==> src/rtl/data_mem_arbiter.sv <==
// Two-port round-robin arbiter and sequencer in front of the data memory.
// Issues one memread/memwrite pulse, follows clk_stall to completion and acks the owning port.
module data_mem_arbiter #(
    parameter int TIMEOUT_CYCLES = 16,
    parameter int CNT_W          = 8
) (
    input  logic        clk,
    input  logic        reset_n,

    input  logic        a_memread,
    input  logic        a_memwrite,
    input  logic [31:0] a_addr,
    input  logic [31:0] a_write_data,
    input  logic [3:0]  a_sign_mask,
    output logic [31:0] a_read_data,
    output logic        a_ack,
    output logic        a_err,

    input  logic        b_memread,
    input  logic        b_memwrite,
    input  logic [31:0] b_addr,
    input  logic [31:0] b_write_data,
    input  logic [3:0]  b_sign_mask,
    output logic [31:0] b_read_data,
    output logic        b_ack,
    output logic        b_err,

    output logic [31:0] mem_addr,
    output logic [31:0] mem_write_data,
    output logic        mem_memread,
    output logic        mem_memwrite,
    output logic [3:0]  mem_sign_mask,
    input  logic [31:0] mem_read_data,
    input  logic        mem_clk_stall,

    output logic        grant_b
);

    typedef enum logic [2:0] {
        IDLE    = 3'd0,
        ISSUE   = 3'd1,
        WAIT_HI = 3'd2,
        WAIT_LO = 3'd3,
        DONE    = 3'd4
    } state_t;

    state_t            state;
    state_t            state_nxt;
    logic [CNT_W-1:0]  cnt;
    logic [CNT_W-1:0]  cnt_nxt;
    logic [CNT_W-1:0]  cnt_inc;
    logic              cnt_limit;
    logic              last_b;
    logic              last_b_nxt;
    logic              grant_b_nxt;

    logic [31:0]       mem_addr_nxt;
    logic [31:0]       mem_write_data_nxt;
    logic              mem_memread_nxt;
    logic              mem_memwrite_nxt;
    logic [3:0]        mem_sign_mask_nxt;

    logic [31:0]       a_read_data_nxt;
    logic [31:0]       b_read_data_nxt;
    logic              a_ack_nxt;
    logic              a_err_nxt;
    logic              b_ack_nxt;
    logic              b_err_nxt;

    logic              a_req;
    logic              b_req;
    logic              pick_b;
    logic              finish;
    logic              fin_err;

    assign a_req     = a_memread | a_memwrite;
    assign b_req     = b_memread | b_memwrite;
    assign cnt_inc   = cnt + CNT_W'(1);
    assign cnt_limit = (cnt_inc == CNT_W'(TIMEOUT_CYCLES));

    // last_b resets to 1 so port A wins the very first tie.
    always_ff @(posedge clk or negedge reset_n) begin
        if (!reset_n) begin
            state          <= IDLE;
            cnt            <= '0;
            last_b         <= 1'b1;
            grant_b        <= 1'b0;
            mem_addr       <= '0;
            mem_write_data <= '0;
            mem_memread    <= 1'b0;
            mem_memwrite   <= 1'b0;
            mem_sign_mask  <= '0;
            a_read_data    <= '0;
            b_read_data    <= '0;
            a_ack          <= 1'b0;
            a_err          <= 1'b0;
            b_ack          <= 1'b0;
            b_err          <= 1'b0;
        end else begin
            state          <= state_nxt;
            cnt            <= cnt_nxt;
            last_b         <= last_b_nxt;
            grant_b        <= grant_b_nxt;
            mem_addr       <= mem_addr_nxt;
            mem_write_data <= mem_write_data_nxt;
            mem_memread    <= mem_memread_nxt;
            mem_memwrite   <= mem_memwrite_nxt;
            mem_sign_mask  <= mem_sign_mask_nxt;
            a_read_data    <= a_read_data_nxt;
            b_read_data    <= b_read_data_nxt;
            a_ack          <= a_ack_nxt;
            a_err          <= a_err_nxt;
            b_ack          <= b_ack_nxt;
            b_err          <= b_err_nxt;
        end
    end

    always_comb begin
        state_nxt          = state;
        cnt_nxt            = cnt;
        last_b_nxt         = last_b;
        grant_b_nxt        = grant_b;
        mem_addr_nxt       = mem_addr;
        mem_write_data_nxt = mem_write_data;
        mem_memread_nxt    = mem_memread;
        mem_memwrite_nxt   = mem_memwrite;
        mem_sign_mask_nxt  = mem_sign_mask;
        a_read_data_nxt    = a_read_data;
        b_read_data_nxt    = b_read_data;
        a_ack_nxt          = 1'b0;
        a_err_nxt          = 1'b0;
        b_ack_nxt          = 1'b0;
        b_err_nxt          = 1'b0;
        pick_b             = 1'b0;
        finish             = 1'b0;
        fin_err            = 1'b0;

        case (state)
            // A memory still stalling (e.g. reset released mid-operation) blocks arbitration.
            IDLE: begin
                if (!mem_clk_stall && (a_req || b_req)) begin
                    pick_b             = b_req && (!a_req || !last_b);
                    grant_b_nxt        = pick_b;
                    mem_addr_nxt       = pick_b ? b_addr       : a_addr;
                    mem_write_data_nxt = pick_b ? b_write_data : a_write_data;
                    mem_sign_mask_nxt  = pick_b ? b_sign_mask  : a_sign_mask;
                    mem_memread_nxt    = pick_b ? b_memread    : a_memread;
                    mem_memwrite_nxt   = pick_b ? b_memwrite   : a_memwrite;
                    state_nxt          = ISSUE;
                end
            end
            ISSUE: begin
                mem_memread_nxt  = 1'b0;
                mem_memwrite_nxt = 1'b0;
                cnt_nxt          = '0;
                state_nxt        = WAIT_HI;
            end
            WAIT_HI: begin
                if (mem_clk_stall) begin
                    state_nxt = WAIT_LO;
                end else if (cnt_limit) begin
                    finish  = 1'b1;
                    fin_err = 1'b1;
                end else begin
                    cnt_nxt = cnt_inc;
                end
            end
            WAIT_LO: begin
                if (!mem_clk_stall) begin
                    finish = 1'b1;
                end else if (cnt_limit) begin
                    finish  = 1'b1;
                    fin_err = 1'b1;
                end else begin
                    cnt_nxt = cnt_inc;
                end
            end
            DONE: begin
                last_b_nxt = grant_b;
                state_nxt  = IDLE;
            end
            default: begin
                state_nxt = IDLE;
            end
        endcase

        // Ack and read data are registered on the edge entering DONE, so they are valid during DONE.
        if (finish) begin
            state_nxt = DONE;
            if (grant_b) begin
                b_ack_nxt       = 1'b1;
                b_err_nxt       = fin_err;
                b_read_data_nxt = fin_err ? 32'd0 : mem_read_data;
            end else begin
                a_ack_nxt       = 1'b1;
                a_err_nxt       = fin_err;
                a_read_data_nxt = fin_err ? 32'd0 : mem_read_data;
            end
        end
    end

endmodule

==> config.mk <==
export PLATFORM = sky130hd
export DESIGN_NAME = data_mem_arbiter
export DESIGN_NICKNAME = d
export VERILOG_FILES = /design/src/rtl/data_mem_arbiter.sv
export SDC_FILE = /design/constraint.sdc
export NUM_CORES = 1
export LEC_CHECK = 0
export CORE_MARGIN = 5
export CORE_UTILIZATION = 46
export CTS_BUF_LIST = sky130_fd_sc_hd__clkbuf_16
export DETAILED_ROUTE_END_ITERATION = 12
export PLACE_DENSITY = 0.87
export SLEW_MARGIN = 10
export SYNTH_ARGS = -nofsm -noshare
export SYNTH_HDL_FRONTEND = slang
export SYNTH_SLANG_ARGS = --single-unit
==> constraint.sdc <==
create_clock -name clk -period 3.5 [get_ports clk]
set_input_delay 1.05 -clock clk [delete_from_list [all_inputs] [get_ports clk]]
set_output_delay 1.05 -clock clk [all_outputs]
set_load 0.02 [all_outputs]
Word level (Yosys, flattened, before mapping)
Cells that the tools add are included.
{"block": "word_totals", "register_bits": 151, "inputBits": 175, "wordCells": 78}
{"block": "op_classes", "n_addsub": 1, "eq_ne": 11, "muxes": 32, "n_bitwise": 3, "n_reduce_logical": 16}
{"op": "$mux W32", "count": 3}
{"op": "$mux W8", "count": 3}
{"op": "$pmux W8 S3", "count": 1}
{"op": "$mux W1", "count": 16}
{"op": "$pmux W3 S4", "count": 1}
{"op": "$mux W3", "count": 3}
{"op": "$add A8 B1 Y8 const B", "count": 1}
{"op": "$eq A8 B5 Y1 const B", "count": 1}
{"op": "$ne A2 B2 Y1 const B", "count": 4}
{"op": "$pmux W1 S2", "count": 4}
{"op": "$reduce_and A2 Y1", "count": 4}
{"op": "$eq A3 B2 Y1 const B", "count": 2}
{"op": "$ne A3 B3 Y1 const B", "count": 2}
{"op": "$reduce_and A3 Y1", "count": 2}
{"op": "$mux W4", "count": 1}
{"op": "$eq A3 B1 Y1 const B", "count": 1}
{"op": "$eq A3 B3 Y1 const B", "count": 1}
{"op": "$logic_not A1 Y1", "count": 3}
{"op": "$logic_not A3 Y1", "count": 1}
{"op": "$reduce_bool A3 Y1", "count": 1}
{"op": "$logic_and A1 B1 Y1", "count": 2}
{"op": "$logic_or A1 B1 Y1", "count": 2}
{"op": "$or A1 B1 Y1", "count": 2}
{"op": "$reduce_bool A2 Y1", "count": 1}
{"op": "$not A1 Y1", "count": 1}

Depth between registers and ports, before layout
Gate-level depths: netlist of the first run.
{"block": "depth", "depth_word": 7, "depth_mapped": 8, "depth_no_buf": 6}

Worst setup path after synthesis of the first run
OpenSTA, ideal clock, no wires.
{"block": "synth_timing", "kind": "input to register", "from": "in b_memwrite", "to": "reg mem_addr[8]", "setup_ns": 0.137, "arrival_time_ns": 2.306, "required_time_ns": 3.363, "slack_ns": 1.057, "cell_stages": 6, "path_cell_list": "o41ai_1 nor4_1 clkbuf_1 clkbuf_1 nor2_1 a21oi_1"}
{"block": "synth_via", "elab_chain_len": 4, "word_cells_on_any_way": 6}
{"item": "from (decl)", "line": "20", "text": "input logic b_memwrite,"}
{"item": "$or A1 B1 Y1 (*)", "line": "77", "text": "assign b_req = b_memread | b_memwrite;"}
{"item": "$logic_or A1 B1 Y1", "line": "141", "text": "if (!mem_clk_stall && (a_req || b_req)) begin"}
{"item": "$logic_and A1 B1 Y1", "line": "141"}
{"item": "$reduce_and A2 Y1 (no line)"}
{"item": "to (signal assigned)", "line": "104", "text": "mem_addr <= mem_addr_nxt;"}
{"item": "to (decl)", "line": "28", "text": "output logic [31:0] mem_addr,"}
Mark *: on every way between the ends. The rest lies on a longest branch, timed or not.
A chain may end at the register's enable or synchronous reset.

Worst setup path after layout of the first run
{"block": "layout_timing", "from": "in mem_clk_stall", "to": "reg mem_addr[6]"}
{"block": "layout_via", "elab_chain_len": 3}
{"item": "from (decl)", "line": "34", "text": "input logic mem_clk_stall,"}
{"item": "$logic_not A1 Y1"}
{"item": "$logic_and A1 B1 Y1", "line": "141"}
{"item": "$reduce_and A2 Y1 (no line)"}
No other way between the ends.

==> flow_summary.toml, run 1 <==
[run_status]
status = "completed"

[clock_network]
cts_tree = "done"
clockBufferDepth = 2
clkTransAtPathRegs_ns = 0.06
clock_latency_ns = 0.41
h-tree-depth = 4
post_cts_buffers = 0
cts.sinks = 151
cts_resized = 0
cts_made_buffers = 17
root_buffer = "clkbuf_16"
postCtsHoldBufs = 0

[floorplan]
row_count = 45
die_area_sq_um = 17800
ios = 314
die_w_um = 133
start_util_pct = 46.5
dieHeight_um = 133
coreArea_sq_um = 15100

[yosys]
syn_inst = 687
ys.flop_type = "dfrtp_1"
synth_nets = 864
synth_top_cell_by_area = "dfrtp_1"
synth_common_cells = "150 x dfrtp_1, 75 x nor2_1, 71 x a21oi_1"
seq_area_frac_synth_pct = 53.9
yosys-top-cells-area = "dfrtp_1 54%, mux2i_1 9.8%, a22oi_1 7.1%, a21oi_1 5.1%, nor2_1 4.0%"
ys_ff_latch = 151
synthDistinctLibCells = 41
yosys.cell_count.top_type = "dfrtp_1"
ys_warn_count = 0
async_flop_share_pct = 100
syn_avg_cell_area_sq_um = 10.2
synth-edff-count = 0
yosysTopAreaCellShare_pct = 53.5
netlist_area_sq_um = 7020

[detailed_routing]
first_iter_violations = 406
viasPerCell = 5.33
first_pass_iters = 5
ant_nets = 0
routed_wl_um = 23300
drc = 0
vias = 6329
wl_per_cell_um = 19.6

[power]
power_uw = 9410
ir_worst_vdd_uv = 459
total_leakage_power_uw = 0.00494
power_density_nw_per_um2 = 856

[critical_path]
r2r_slack_ns = 0.84
crit_top_cell = "buf_12"
slowest_stage = "clkdlybuf4s50_1"
cp-startpoint = "mem_clk_stall"
timing.rr.end = "b_read_data[21]"
worstSetupPathType = "primary input to register"
arrival_ns = 3.04
cpPeakStageDelay_ns = 0.50
r2r-start = "cnt[0]"
end_kind = "register"
setup.worst_path.start_class = "primary input"
reg2reg_depth = 7
path_cells = "clkdlybuf4s50_1 -> inv_1 -> o41ai_1 -> buf_4 -> nor4_2 -> buf_12 -> buf_12 -> nor2_1 -> a21oi_1"
crit_required_ns = 3.83
crit_path_end = "mem_addr[6]"
cp_max_fo = 66

[timing]
fin_worst_skew_ns = 0.0110
tns_ns = 0
worst_pin_slew_ns = 0.923
rsz0062_at_grt = "false"
whs_ns = 0.522
min_period_ns = 2.71
finalSetupViolCount = 0
finalCritPeriodShare_pct = 77.5
maxSlewHeadroom_pct = 37.7
slew_viol_final = 0
clock.fmax_ghz = 0.369
hold_viol_final = 0

[cells_and_area]
nFillCells = 1069
final_util_pct = 72.9
drive_gt1_share_pct = 8.21
nNetsFinal = 1164
area_delta_synth_final_pct = 56.7
multi_input_area_sq_um = 2790
regArea_sq_um = 3780
antenna_cells = 0

[grt]
track_usage_pct = 25.5
grt_max_degree = 67
grt_pass1_vias = 6478
overflow = 0
grt_pass1_wl_um = 35700
antenna_found_initial = 0

[job]
max_cap_violations = 0

[place]
hpwlAfterDp_um = 16900
portBuffers = 313
gp_congestion = 0.877

[hold_path]
hold_path.class = "register to register"
flip-flops by register name, indices dropped and copies added, names as in the netlist, 3 cells and up:
signal          flops
mem_addr           32
mem_write_data     32
b_read_data        32
state               3
cnt                 8
a_read_data        32
mem_sign_mask       4
logic make-up (layout without fill, tap and decap cells):
| family | count (synthesis) | after routing | synth area share, % |
|---|---|---|---|
| AOI/OAI and AO/OA | 228 | 228 | 21.0 |
| adders and majority gates | 3 | 3 | 0.517 |
| DFF | 151 | 151 | 53.9 |
| xor gates and xnor gates | 2 | 2 | 0.250 |
| buffers and inverters | 115 | 427 | 6.62 |
| muxes | 70 | 70 | 10.0 |
| and+or+nand+nor | 118 | 118 | 7.69 |
metal layers:
metal  up-vias  wire, um  GRT usage, %  share of wire (%)
met2       221     11900          43.5                 51
met1      3065      9260          31.2                 40
li1       3005         -             -                  -
met4         0       671          8.34                2.9
met3        38      1460          7.59                6.3
met5         -         0             0                  0
worst min path at each step:
| stage | startpoint | to | slack, ns | cells past startpoint |
|---|---|---|---|---|
| 6_report | mem_write_data[7] | mem_write_data[7] | 0.52 | 2 |
| 5_1_grt | mem_write_data[17] | mem_write_data[17] | 0.55 | 2 |
| 4_1_cts | mem_write_data[3] | mem_write_data[3] | 0.53 | 2 |
| 3_5_place_dp | mem_write_data[3] | mem_write_data[3] | 0.52 | 2 |
| 3_3_place_gp | last_b | last_b | 0.50 | 2 |
| 2_1_floorplan | last_b | last_b | 0.48 | 2 |
stage by stage:
step	area [sq um]	instances	setup WS (ns)
after floorplan	7020	687	1.06
after global placement	10400	1156	0.550
after detailed placement	10400	1156	0.432
after CTS	11000	1187	0.816
after global routing	11000	1187	0.600
final	11000	1187	0.787
power breakdown:
group / switching (uW) / internal [uW]
Combinational: 2490 / 2130
Sequential: 485 / 2410
Clock: 719 / 1180
layout make-up:
cell class	count	share of cell area [%]
Tap cell	188	2.14
Clock inverter	14	1.70
Multi-Input combinational cell	421	25.4
Clock buffer	17	3.87
Inverter	69	2.36
Sequential cell	151	34.4
Timing Repair Buffer	327	30.1
worst max-delay path, delay by kind of cell:
kind,cells,cell delay [ns]
simple gates,2,0.36
compound gates,2,0.25
buf+inv,5,1.35
placed cells by master, fill, tap and decap left out, types with 2 or more instances in the layout:
cell type	n
nand2b_1	5
o21ai_2	30
ha_1	2
nor4_1	2
xnor2_1	2
bufinv_16	4
dfrtp_1	150
nand2_1	8
nand3_1	2
nor2_2	2
and3_1	6
clkinvlp_4	5
o21ai_0	43
clkdlybuf4s50_1	312
clkbuf_16	17
a211o_1	5
nor2b_1	4
a21o_1	2
mux2i_1	69
buf_4	8
inv_1	72
a31oi_1	2
a22oi_1	66
nor3b_1	5
buf_12	6
nor2_1	73
a21oi_1	71
nor3_1	5
No activity file was read; power rests on OpenSTA's default activity.
==> inputs of run 2 (changes only) <==
- CORE_UTILIZATION: 46 -> 42
- PLACE_DENSITY: 0.87 -> 0.81
- clock period: 3.5 -> 2.54 ns (I/O delays scaled with it)
==> run 2 against run 1 <==
Register-to-register slack lost 0.62 ns. Sequential power grew 38%. Sequential cell count unchanged. First-iteration DRC count is 0.49% lower. Sequential share of layout area fell by 0.88 points.
==> flow_summary.toml, run 2 (synthesis results as in run 1) <==
[place]
portBuffers = 313
pre_cts_slack_ns = -0.0131
hpwlAfterDp_um = 17600
gp_congestion = 0.820

[critical_path]
worstSetupPathType = "register to register"
slowest_stage = "maj3_2"
cp_max_fo = 21
r2r-start = "cnt[0]"
cp_top_family = "adder cells"
cpPeakStageDelay_ns = 0.48
timing.rr.end = "b_read_data[23]"
critPathBufInv = 1
reg2reg_depth = 7
path_cells = "ha_1 -> and3_1 -> o22a_1 -> o311a_1 -> maj3_2 -> buf_12 -> o21ai_0"
r2r_slack_ns = 0.22
arrival_ns = 2.64
setup.worst_path.start_class = "register"
crit_required_ns = 2.86
end_kind = "register"

[timing]
clock.fmax_ghz = 0.430
hold_viol_final = 0
layout_setup_ws_ns = 0.217
worst_pin_slew_ns = 0.535
maxSlewHeadroom_pct = 64.3
slew_viol_final = 0
min_period_ns = 2.32
finalSetupViolCount = 0
fin_worst_skew_ns = 0.00966
finalCritPeriodShare_pct = 91.5
rsz0062_at_grt = "false"

[floorplan]
coreArea_sq_um = 16500
start_util_pct = 42.6
die_w_um = 139
die_area_sq_um = 19400
row_count = 47
ios = 314
dieHeight_um = 139

[detailed_routing]
wl_per_cell_um = 18.7
drc = 0
vias = 6404
routed_wl_um = 23200
ant_nets = 0
first_pass_iters = 5
viasPerCell = 5.18
first_iter_violations = 404

[grt]
grt_pass1_vias = 6370
grt_max_degree = 54
overflow = 0
antenna_found_initial = 0
track_usage_pct = 23.7
grt_pass1_wl_um = 36400

[clock_network]
cts_tree = "done"
post_cts_buffers = 0
postCtsHoldBufs = 0
cts.sinks = 151
cts_made_buffers = 17
clock_latency_ns = 0.42
clockBufferDepth = 2
clkTransAtPathRegs_ns = 0.06
root_buffer = "clkbuf_16"
h-tree-depth = 4
cts_resized = 0

[job]
max_cap_violations = 0

[power]
power_density_nw_per_um2 = 1170
total_leakage_power_uw = 0.00508
ir_worst_vdd_uv = 620

[cells_and_area]
drive_gt1_share_pct = 9.64
final_common_cell = "clkdlybuf4s50_1"
final_util_pct = 68.5
area_delta_synth_final_pct = 60.8
final_cell_mix = "312 x clkdlybuf4s50_1, 150 x dfrtp_1, 73 x nor2_1"
antenna_cells = 0
nNetsFinal = 1181

[hold_path]
hold_path.class = "primary input to asynchronous set/reset pin"

[run_status]
status = "completed"
-- run 2: power breakdown --
group,internal [uW],switching [uW]
registers,3320,662
clock network,1830,983
logic,3050,3400
total,8210,5050
-- run 2: metal layers --
metal	GRT usage [%]	wire, um	up-vias
met2	39.4	11800	222
met5	0	0	-
met4	9.37	792	0
met3	6.07	1500	48
li1	-	-	3042
met1	29.7	9110	3092
-- run 2: stage by stage --
stage	hold slack (ns)	TNS [ns]	std cells	total power [uW]	instance area [sq um]
finish	0.302	0	1237	13300	11300
global route	0.331	0	1237	14000	11300
CTS	0.316	0	1237	13400	11300
detailed placement	0.509	-0.0357	1205	10500	10600
global placement	0.497	0	1205	10300	10600
floorplan	0.466	0	687	7430	7020
-- run 2: worst max-delay path by stage --
stage	endpoint	depth (start not counted)	slack, ns	startpoint
floorplan	mem_addr[8]	6	0.38	b_memwrite
CTS	b_read_data[23]	7	0.21	cnt[0]
global route	b_read_data[24]	7	0.1	cnt[0]
detailed placement	mem_write_data[25]	7	-0.01	b_memwrite
finish	b_read_data[23]	7	0.22	cnt[0]
global placement	mem_write_data[27]	7	0.03	b_memwrite
-- run 2: final cells by class --
cell class,count,area [sq um]
Fill cell,1241,5180
Sequential cell,151,3780
Timing Repair Buffer,344,3520
Multi-Input combinational cell,421,2790
Clock buffer,17,425
Tap cell,220,275
Inverter,69,259
Clock inverter,15,233
-- run 2: worst reg2reg max path, cell delays in order (launching register included) --
cell,delay [ns]
dfrtp_1,0.45
ha_1,0.27
and3_1,0.19
o22a_1,0.22
o311a_1,0.15
maj3_2,0.48
buf_12,0.24
o21ai_0,0.22
==> inputs of run 3 (changes only) <==
- CAP_MARGIN: default -> 40
- CTS_CLUSTER_SIZE: default -> 30
- SKIP_CTS_REPAIR_TIMING: default -> 1
==> results of run 3 <==
The final DEF is identical to that of run 2; final timing and power are the same.
